===== src/rtl/priority_scan_encoder.sv =====
// Captures a request vector on load, then hands out the index of each set bit
// in priority order, one per valid/ready transfer, with a done pulse per vector.
module priority_scan_encoder #(
   parameter int unsigned N         = 8,
   parameter int unsigned IDX_W     = 3,
   parameter bit          MSB_FIRST = 1'b1
) (
   input  logic             clk,
   input  logic             rst_n,
   input  logic             en,
   input  logic             load,
   input  logic [N-1:0]     inp,
   input  logic             out_ready,
   output logic             out_valid,
   output logic [IDX_W-1:0] out,
   output logic             out_last,
   output logic             busy,
   output logic             done,
   output logic [IDX_W:0]   emitted
);

   typedef enum logic {IDLE, SCAN} state_t;

   state_t           r_state;
   state_t           w_state_nxt;
   logic [N-1:0]     r_pending;
   logic [N-1:0]     w_pending_nxt;
   logic [IDX_W:0]   r_emitted;
   logic [IDX_W:0]   w_emitted_nxt;
   logic             r_done;
   logic             w_done_nxt;
   logic [IDX_W-1:0] w_idx;
   logic             w_onehot;
   logic [N-1:0]     w_clr;
   logic             w_active;
   logic             w_xfer;

   // Last hit in the loop wins, so loop direction selects the priority.
   always_comb begin
      w_idx = '0;
      for (int unsigned i = 0; i < N; i++) begin
         if (MSB_FIRST) begin
            if (r_pending[i]) w_idx = IDX_W'(i);
         end else begin
            if (r_pending[N-1-i]) w_idx = IDX_W'(N-1-i);
         end
      end
   end

   always_comb begin
      w_clr        = '0;
      w_clr[w_idx] = 1'b1;
   end

   assign w_onehot = (r_pending != '0) && ((r_pending & (r_pending - 1'b1)) == '0);
   assign w_active = (r_state == SCAN) && en;
   assign w_xfer   = w_active && out_ready;

   always_comb begin
      w_state_nxt   = r_state;
      w_pending_nxt = r_pending;
      w_emitted_nxt = r_emitted;
      w_done_nxt    = 1'b0;
      unique case (r_state)
         IDLE: begin
            if (en && load) begin
               w_pending_nxt = inp;
               w_emitted_nxt = '0;
               if (inp != '0) w_state_nxt = SCAN;
               else           w_done_nxt  = 1'b1;
            end
         end
         SCAN: begin
            if (w_xfer) begin
               w_pending_nxt = r_pending & ~w_clr;
               w_emitted_nxt = r_emitted + (IDX_W+1)'(1);
               if (w_onehot) begin
                  w_state_nxt = IDLE;
                  w_done_nxt  = 1'b1;
               end
            end
         end
         default: w_state_nxt = IDLE;
      endcase
   end

   always_ff @(posedge clk) begin
      if (!rst_n) begin
         r_state   <= IDLE;
         r_pending <= '0;
         r_emitted <= '0;
         r_done    <= 1'b0;
      end else begin
         r_state   <= w_state_nxt;
         r_pending <= w_pending_nxt;
         r_emitted <= w_emitted_nxt;
         r_done    <= w_done_nxt;
      end
   end

   assign out_valid = w_active;
   assign out       = w_active ? w_idx : '0;
   assign out_last  = w_active && w_onehot;
   assign busy      = (r_state == SCAN);
   assign done      = r_done;
   assign emitted   = r_emitted;

endmodule

===== config.mk =====
export PLATFORM = sky130hd
export DESIGN_NAME = priority_scan_encoder
export DESIGN_NICKNAME = d
export VERILOG_FILES = /design/src/rtl/priority_scan_encoder.sv
export SDC_FILE = /design/constraint.sdc
export NUM_CORES = 1
export LEC_CHECK = 0
export ABC_AREA = 1
export CAP_MARGIN = 5
export CORE_MARGIN = 10
export CORE_UTILIZATION = 51
export DETAILED_ROUTE_END_ITERATION = 16
export GPL_ROUTABILITY_DRIVEN = 0
export PLACE_DENSITY = 0.82
export SLEW_MARGIN = 40
export SYNTH_ARGS = -nofsm -noshare
export SYNTH_HDL_FRONTEND = slang
export SYNTH_SLANG_ARGS = --single-unit
export TNS_END_PERCENT = 100

===== constraint.sdc =====
create_clock -name clk -period 2.4 [get_ports clk]
set_clock_uncertainty 0.2 [all_clocks]
set_input_delay 0.36 -clock clk [delete_from_list [all_inputs] [get_ports clk]]
set_output_delay 0.36 -clock clk [all_outputs]
set_load 0.03 [all_outputs]

==> out/qor.csv, run 1 <==
stage,metric,value,unit
run_status,run_status,completed,
setup_path,worstPathMaxFanout,8,
synthesis,yosys_warnings,0,
clock_network,cts_htree_levels,1,
layout,nets,185,
drt,vias,980,
synthesis,async_reset_ff_frac,0,
pwr,switching_share,0.338,
pwr,power.density,466,nW/µm²
timing,fmax,0.471,GHz
layout,fin_cells,194,
pwr,p_switching,0.000185,W
clock_network,clk_pin_slew,90,ps
clock_network,cts_sinks,14,
place,pre_cts_ws,384,ps
pwr,ir_drop,363,µV
synthesis,ys_types,21,
global_route,overflow,0,
drt,drtIter0Drc,38,
timing,fin_crit,2120,ps
pwr,power_frac_clock,0.247,
timing,setup_tns,0,ps
global_route,use_met1,0.134,
synthesis,synth_top_area_frac,0.310,
synthesis,yosysSeqAreaShare,0.310,
setup_path,arrival,1560,ps
setup_path,critPathRequiredTime,1840,ps
drt,avgViaCountPerCell,5.05,
drt,wire_per_inst,11.6,µm
synthesis,synth_cells,143,
setup_path,crit_path_start_kind,flip-flop,
global_route,met2_usage,0.192,
clock_network,clk_path_buf_depth,2,
clock_network,cts_made_buffers,3,
drt,drtPass1Iterations,4,
global_route,grt_usage,0.112,
layout,utilization,0.689,
timing,fin_hold_ws,292,ps
clock_network,root_buffer,clkbuf_4,
min_path,hold_class,reg -> reg,
timing,rsz0062_at_grt,false,
timing,fin_crit_sh,0.885,
synthesis,syn_area,905,µm²
timing,setup_viol,0,
place,portBuffers,23,
global_route,gr-usage-met3,0.0269,
clock_network,ctsResizeCount,0,
synthesis,ys_seq_elements,14,
global_route,grt_pass1_wl,3680,µm
job,maxCapViolCount,0,
synthesis,yosys.area.top_type,dfxtp_1,
synthesis,synth_nets,157,
setup_path,end_kind,primary output,
clock_network,postCtsSetupBuffers,0,
global_route,grt_pass1_vias,868,
synthesis,ys.flop_type,dfxtp_1,
clock_network,cts-hold-fix-buffers,0,
pwr,p_leak,0.525,nW
pwr,seqPwrFrac,0.467,
layout,drive_above_1_share,0.136,
floorplan,initial_core_util,0.530,
setup_path,worst-path-buf-inv,1,
timing,drv_slew,0,
pwr,p_comb_frac,0.285,
setup_path,critPathTopFamily,buffers and inverters,
drt,drt.antenna.violating_nets,0,
setup_path,crit_chain,clkdlybuf4s50_1,
floorplan,fp.coreArea,1710,µm²
synthesis,ys_top_cells_by_area,"dfxtp_1, nand2_1, nor2_1",
floorplan,fp.dieW,62.1,µm
drt,drc,0,
global_route,grt_antenna_before_repair,0,
floorplan,die-area,3860,µm²
clock_network,cts_tree,built,
clock_network,clock_latency,280,ps
timing,hold_viol,0,
setup_path,path_class,reg -> out,
setup_path,cp_slowest_cell,clkdlybuf4s50_1,
synthesis,avgSynthCellArea,6.33,µm²
floorplan,die_h,62.1,µm
place,place_inst,191,
synthesis,synth.cells.most_frequent,"nand2_1, nor2_1, inv_1, dfxtp_1, a21oi_1",
floorplan,fp-row-count,15,
timing,fin_ws,277,ps
pwr,intPower,0.000363,W
synthesis,post-synth-top-count-cell,nand2_1,
layout,num_antenna_cells,0,
global_route,grt_max_degree,11,
layout,syn2layout_area_growth,30.0,%
drt,wl,2260,µm
timing,max-slew-margin-rel,0.752,
place,dpl.hpwl,1860,µm
synthesis,synth_edf_count,0,
floorplan,boundaryPins,24,
timing,worstMarginPinSlew,373,ps
global_route,top_usage_layer,met2,
setup_path,slowest_delay,750,ps
==> logic make-up after synthesis <==
group | share of synthesized area
simple gates | 0.427
buf+inv | 0.0913
fa+ha+maj | 0.0138
compound gates | 0.158
flops | 0.310
==> stage by stage <==
stage	cell area (µm²)	power (W)
2_1_floorplan	905	0.000364
3_3_place_gp	1150	0.000414
3_5_place_dp	1150	0.000418
4_1_cts	1180	0.000546
5_1_grt	1180	0.000575
6_report	1180	0.000549
==> sequential cells by signal, summed over array words and instances (netlist names) <==
name / flops
done: 1
busy: 1
emitted: 4
r_pending: 8
==> path summary, 6_finish.rpt <==
kind / from / to / slack, ps / depth (start not counted)
worst max-delay path: busy$_SDFF_PN0_ / busy / 280 / 1
worst min-delay path: r_pending[2]$_SDFFE_PN0P_ / r_pending[2]$_SDFFE_PN0P_ / 290 / 2
worst min register to register: r_pending[2]$_SDFFE_PN0P_ / r_pending[2]$_SDFFE_PN0P_ / 290 / 2
worst max register to register: busy$_SDFF_PN0_ / r_pending[0]$_SDFFE_PN0P_ / 780 / 7
==> placed cells by master, fill, tap and decap left out <==
cell and n:
o21ai_0 10, o22ai_1 1, inv_4 1, and3_4 1, nand3_4 1, nand2_2 1, nor2_8 2, buf_4 5
a31oi_1 2, nand2_1 48, inv_6 1, a21oi_2 1, dfxtp_1 14, clkdlybuf4s50_1 18, a21oi_1 13, inv_1 17
nor2_1 19, nor2_2 4, inv_2 1, nand3_1 2, ha_1 1, nor3_1 1, clkbuf_4 3, nor3_2 2
==> routing by layer <==
| metal | up-vias | routed length, µm |
|---|---|---|
| li1 | 514 | - |
| met3 | 0 | 152 |
| met4 | 0 | 0 |
| met2 | 30 | 1070 |
| met5 | - | 0 |
| met1 | 436 | 1040 |
==> area by class of cell <==
| class | count | area (µm²) |
|---|---|---|
| clock buffer | 3 | 22.5 |
| fill | 142 | 532 |
| inverter | 20 | 82.6 |
| multi-input combinational | 109 | 542 |
| sequential | 14 | 280 |
| tap | 25 | 31.3 |
| timing repair buffer | 23 | 218 |
==> power groups by stage <==
stage | Sequential, W | Combinational [W] | Clock, W
after floorplan | 0.000262 | 0.000102 | 0
after global placement | 0.000261 | 0.000153 | 0
after detailed placement | 0.000262 | 0.000156 | 0
after CTS | 0.000256 | 0.000157 | 0.000133
after global routing | 0.000259 | 0.000175 | 0.000141
final | 0.000256 | 0.000156 | 0.000136
No activity file was read; power rests on OpenSTA's default activity.
==> inputs of run 2 (changes only) <==
--- a/config.mk
+++ b/config.mk
@@ -12,3 +12,2 @@
 export DETAILED_ROUTE_END_ITERATION = 16
-export GPL_ROUTABILITY_DRIVEN = 0
 export PLACE_DENSITY = 0.82
==> constraint.sdc (replaced) <==
create_clock -name clk -period 2.4 [get_ports clk]
set_clock_uncertainty 0.2 [all_clocks]
set_input_delay 0.48 -clock clk [delete_from_list [all_inputs] [get_ports clk]]
set_output_delay 0.48 -clock clk [all_outputs]
set_load 0.03 [all_outputs]
==> run 2 against run 1 <==
Routed wire length is 1.8% higher. Sequential power hardly changed. Non-clock buffer count is 2 higher. Maximum frequency is 4.6% lower. First-iteration DRC count is 11% lower. Via count is 0.41% lower. Die area stayed put. Global-route usage is 0.67 points higher. Setup slack worse by 100 ps. Count of clock-buffer cells in the layout stayed put. Power is 0.31% higher. Worst hold slack worse by 6.0 ps.
==> out/qor.csv, run 2 (synthesis results as in run 1) <==
stage,metric,value,unit
layout,final_cell_mix,"nand2_1, nor2_1, clkdlybuf4s50_1",
timing,hold_viol,0,
setup_path,crit_path_start_kind,flip-flop,
layout,nets,187,
drt,drtPass1Iterations,6,
clock_network,cts_htree_levels,1,
timing,rsz0062_at_grt,false,
drt,avgViaCountPerCell,4.98,
setup_path,worstPathMaxFanout,4,
floorplan,die_h,62.1,µm
clock_network,cts_sinks,14,
layout,area.sequential,280,µm²
timing,fin_hold_ws,286,ps
timing,fmax,0.449,GHz
place,portBuffers,23,
global_route,overflow,0,
pwr,p_leak,0.535,nW
setup_path,path_class,reg -> out,
place,place.gp.congestion,0.910,
layout,syn2layout_area_growth,31.7,%
place,pre_cts_ws,207,ps
floorplan,boundaryPins,24,
run_status,run_status,completed,
drt,wl,2300,µm
layout,drive_above_1_share,0.146,
layout,final_common_cell,nand2_1,
drt,drt.antenna.violating_nets,0,
timing,fin_ws,175,ps
pwr,ir_drop,420,µV
drt,drtIter0Drc,34,
floorplan,die-area,3860,µm²
clock_network,clk_path_buf_depth,2,
timing,setup_viol,0,
setup_path,critPathRequiredTime,1720,ps
drt,drc,0,
job,maxCapViolCount,0,
clock_network,cts_made_buffers,3,
layout,num_antenna_cells,0,
global_route,grt_antenna_before_repair,0,
setup_path,critPathMostFrequentCell,nand2_1,
setup_path,slowest_delay,340,ps
timing,drv_slew,0,
layout,regMostFlops,r_pending,
floorplan,initial_core_util,0.530,
global_route,grt_max_degree,11,
layout,nFillCells,154,
clock_network,cts_tree,built,
timing,max-slew-margin-rel,0.756,
layout,multiInputGateArea,542,µm²
global_route,grt_pass1_vias,924,
clock_network,clock_latency,290,ps
floorplan,fp.coreArea,1710,µm²
floorplan,fp.dieW,62.1,µm
timing,fin_crit_sh,0.927,
clock_network,cts-hold-fix-buffers,0,
clock_network,postCtsSetupBuffers,0,
timing,fin_crit,2230,ps
setup_path,end_kind,primary output,
floorplan,fp-row-count,15,
setup_path,arrival,1550,ps
setup_path,crit_chain,nor2_1 -> nand2_1 -> o21ai_0 -> nand2_1 -> nor3_1 -> buf_4,
clock_network,root_buffer,clkbuf_4,
drt,vias,976,
min_path,hold_class,reg -> reg,
pwr,power.density,462,nW/µm²
clock_network,ctsResizeCount,0,
layout,largest_reg_flops,8,
global_route,grt_pass1_wl,3860,µm
place,dpl.hpwl,1870,µm
global_route,grt_usage,0.119,
clock_network,clk_pin_slew,80,ps
timing,setup_tns,0,ps
drt,wire_per_inst,11.7,µm
timing,worstMarginPinSlew,366,ps
setup_path,cp_slowest_cell,dfxtp_1,
==> run 2: area by class of cell <==
class	count	share of cell area
Tap cell	25	0.0263
Sequential cell	14	0.235
Inverter	20	0.0693
Clock buffer	3	0.0189
Multi-Input combinational cell	109	0.455
Timing Repair Buffer	25	0.195
==> run 2: layer usage <==
| metal | track usage | share of wire | wire (µm) | vias to the layer above |
|---|---|---|---|---|
| li1 | - | - | - | 512 |
| met1 | 0.140 | 0.46 | 1050 | 426 |
| met2 | 0.195 | 0.46 | 1060 | 33 |
| met3 | 0.0251 | 0.062 | 142 | 5 |
| met4 | 0.0629 | 0.019 | 44 | 0 |
| met5 | 0 | 0 | 0 | - |
==> run 2: stage by stage <==
stage	instance area [µm²]	cells	util	power [W]
after floorplan	905	143	-	0.000364
after detailed placement	1170	193	0.684	0.000421
after CTS	1190	196	0.697	0.000553
after global placement	1170	193	0.684	0.000417
final	1190	196	0.697	0.000550
after global routing	1190	196	0.697	0.000581
==> run 2: worst paths after layout <==
path | start | to | slack [ps] | depth (start not counted)
setup / recovery | r_pending[3]$_SDFFE_PN0P_ | out_last | 170 | 6
hold / removal | r_pending[2]$_SDFFE_PN0P_ | r_pending[2]$_SDFFE_PN0P_ | 290 | 2
hold reg to reg | r_pending[2]$_SDFFE_PN0P_ | r_pending[2]$_SDFFE_PN0P_ | 290 | 2
setup reg to reg | r_pending[5]$_SDFFE_PN0P_ | busy$_SDFF_PN0_ | 800 | 9
==> run 2: power by group <==
part	internal (W)	leakage [nW]	total (W)	switching, W
Combinational	0.0000647	0.407	0.000163	0.0000981
Clock	0.0000584	0.0138	0.000134	0.0000752
Sequential	0.000243	0.114	0.000254	0.0000109
Total	0.000366	0.535	0.000550	0.000184
==> run 2: critical path: cells and delay by family (launching register included) <==
family | cells | cell delay [ps]
simple gates | 4 | 560
flops | 1 | 340
compound gates | 1 | 170
buf+inv | 1 | 190
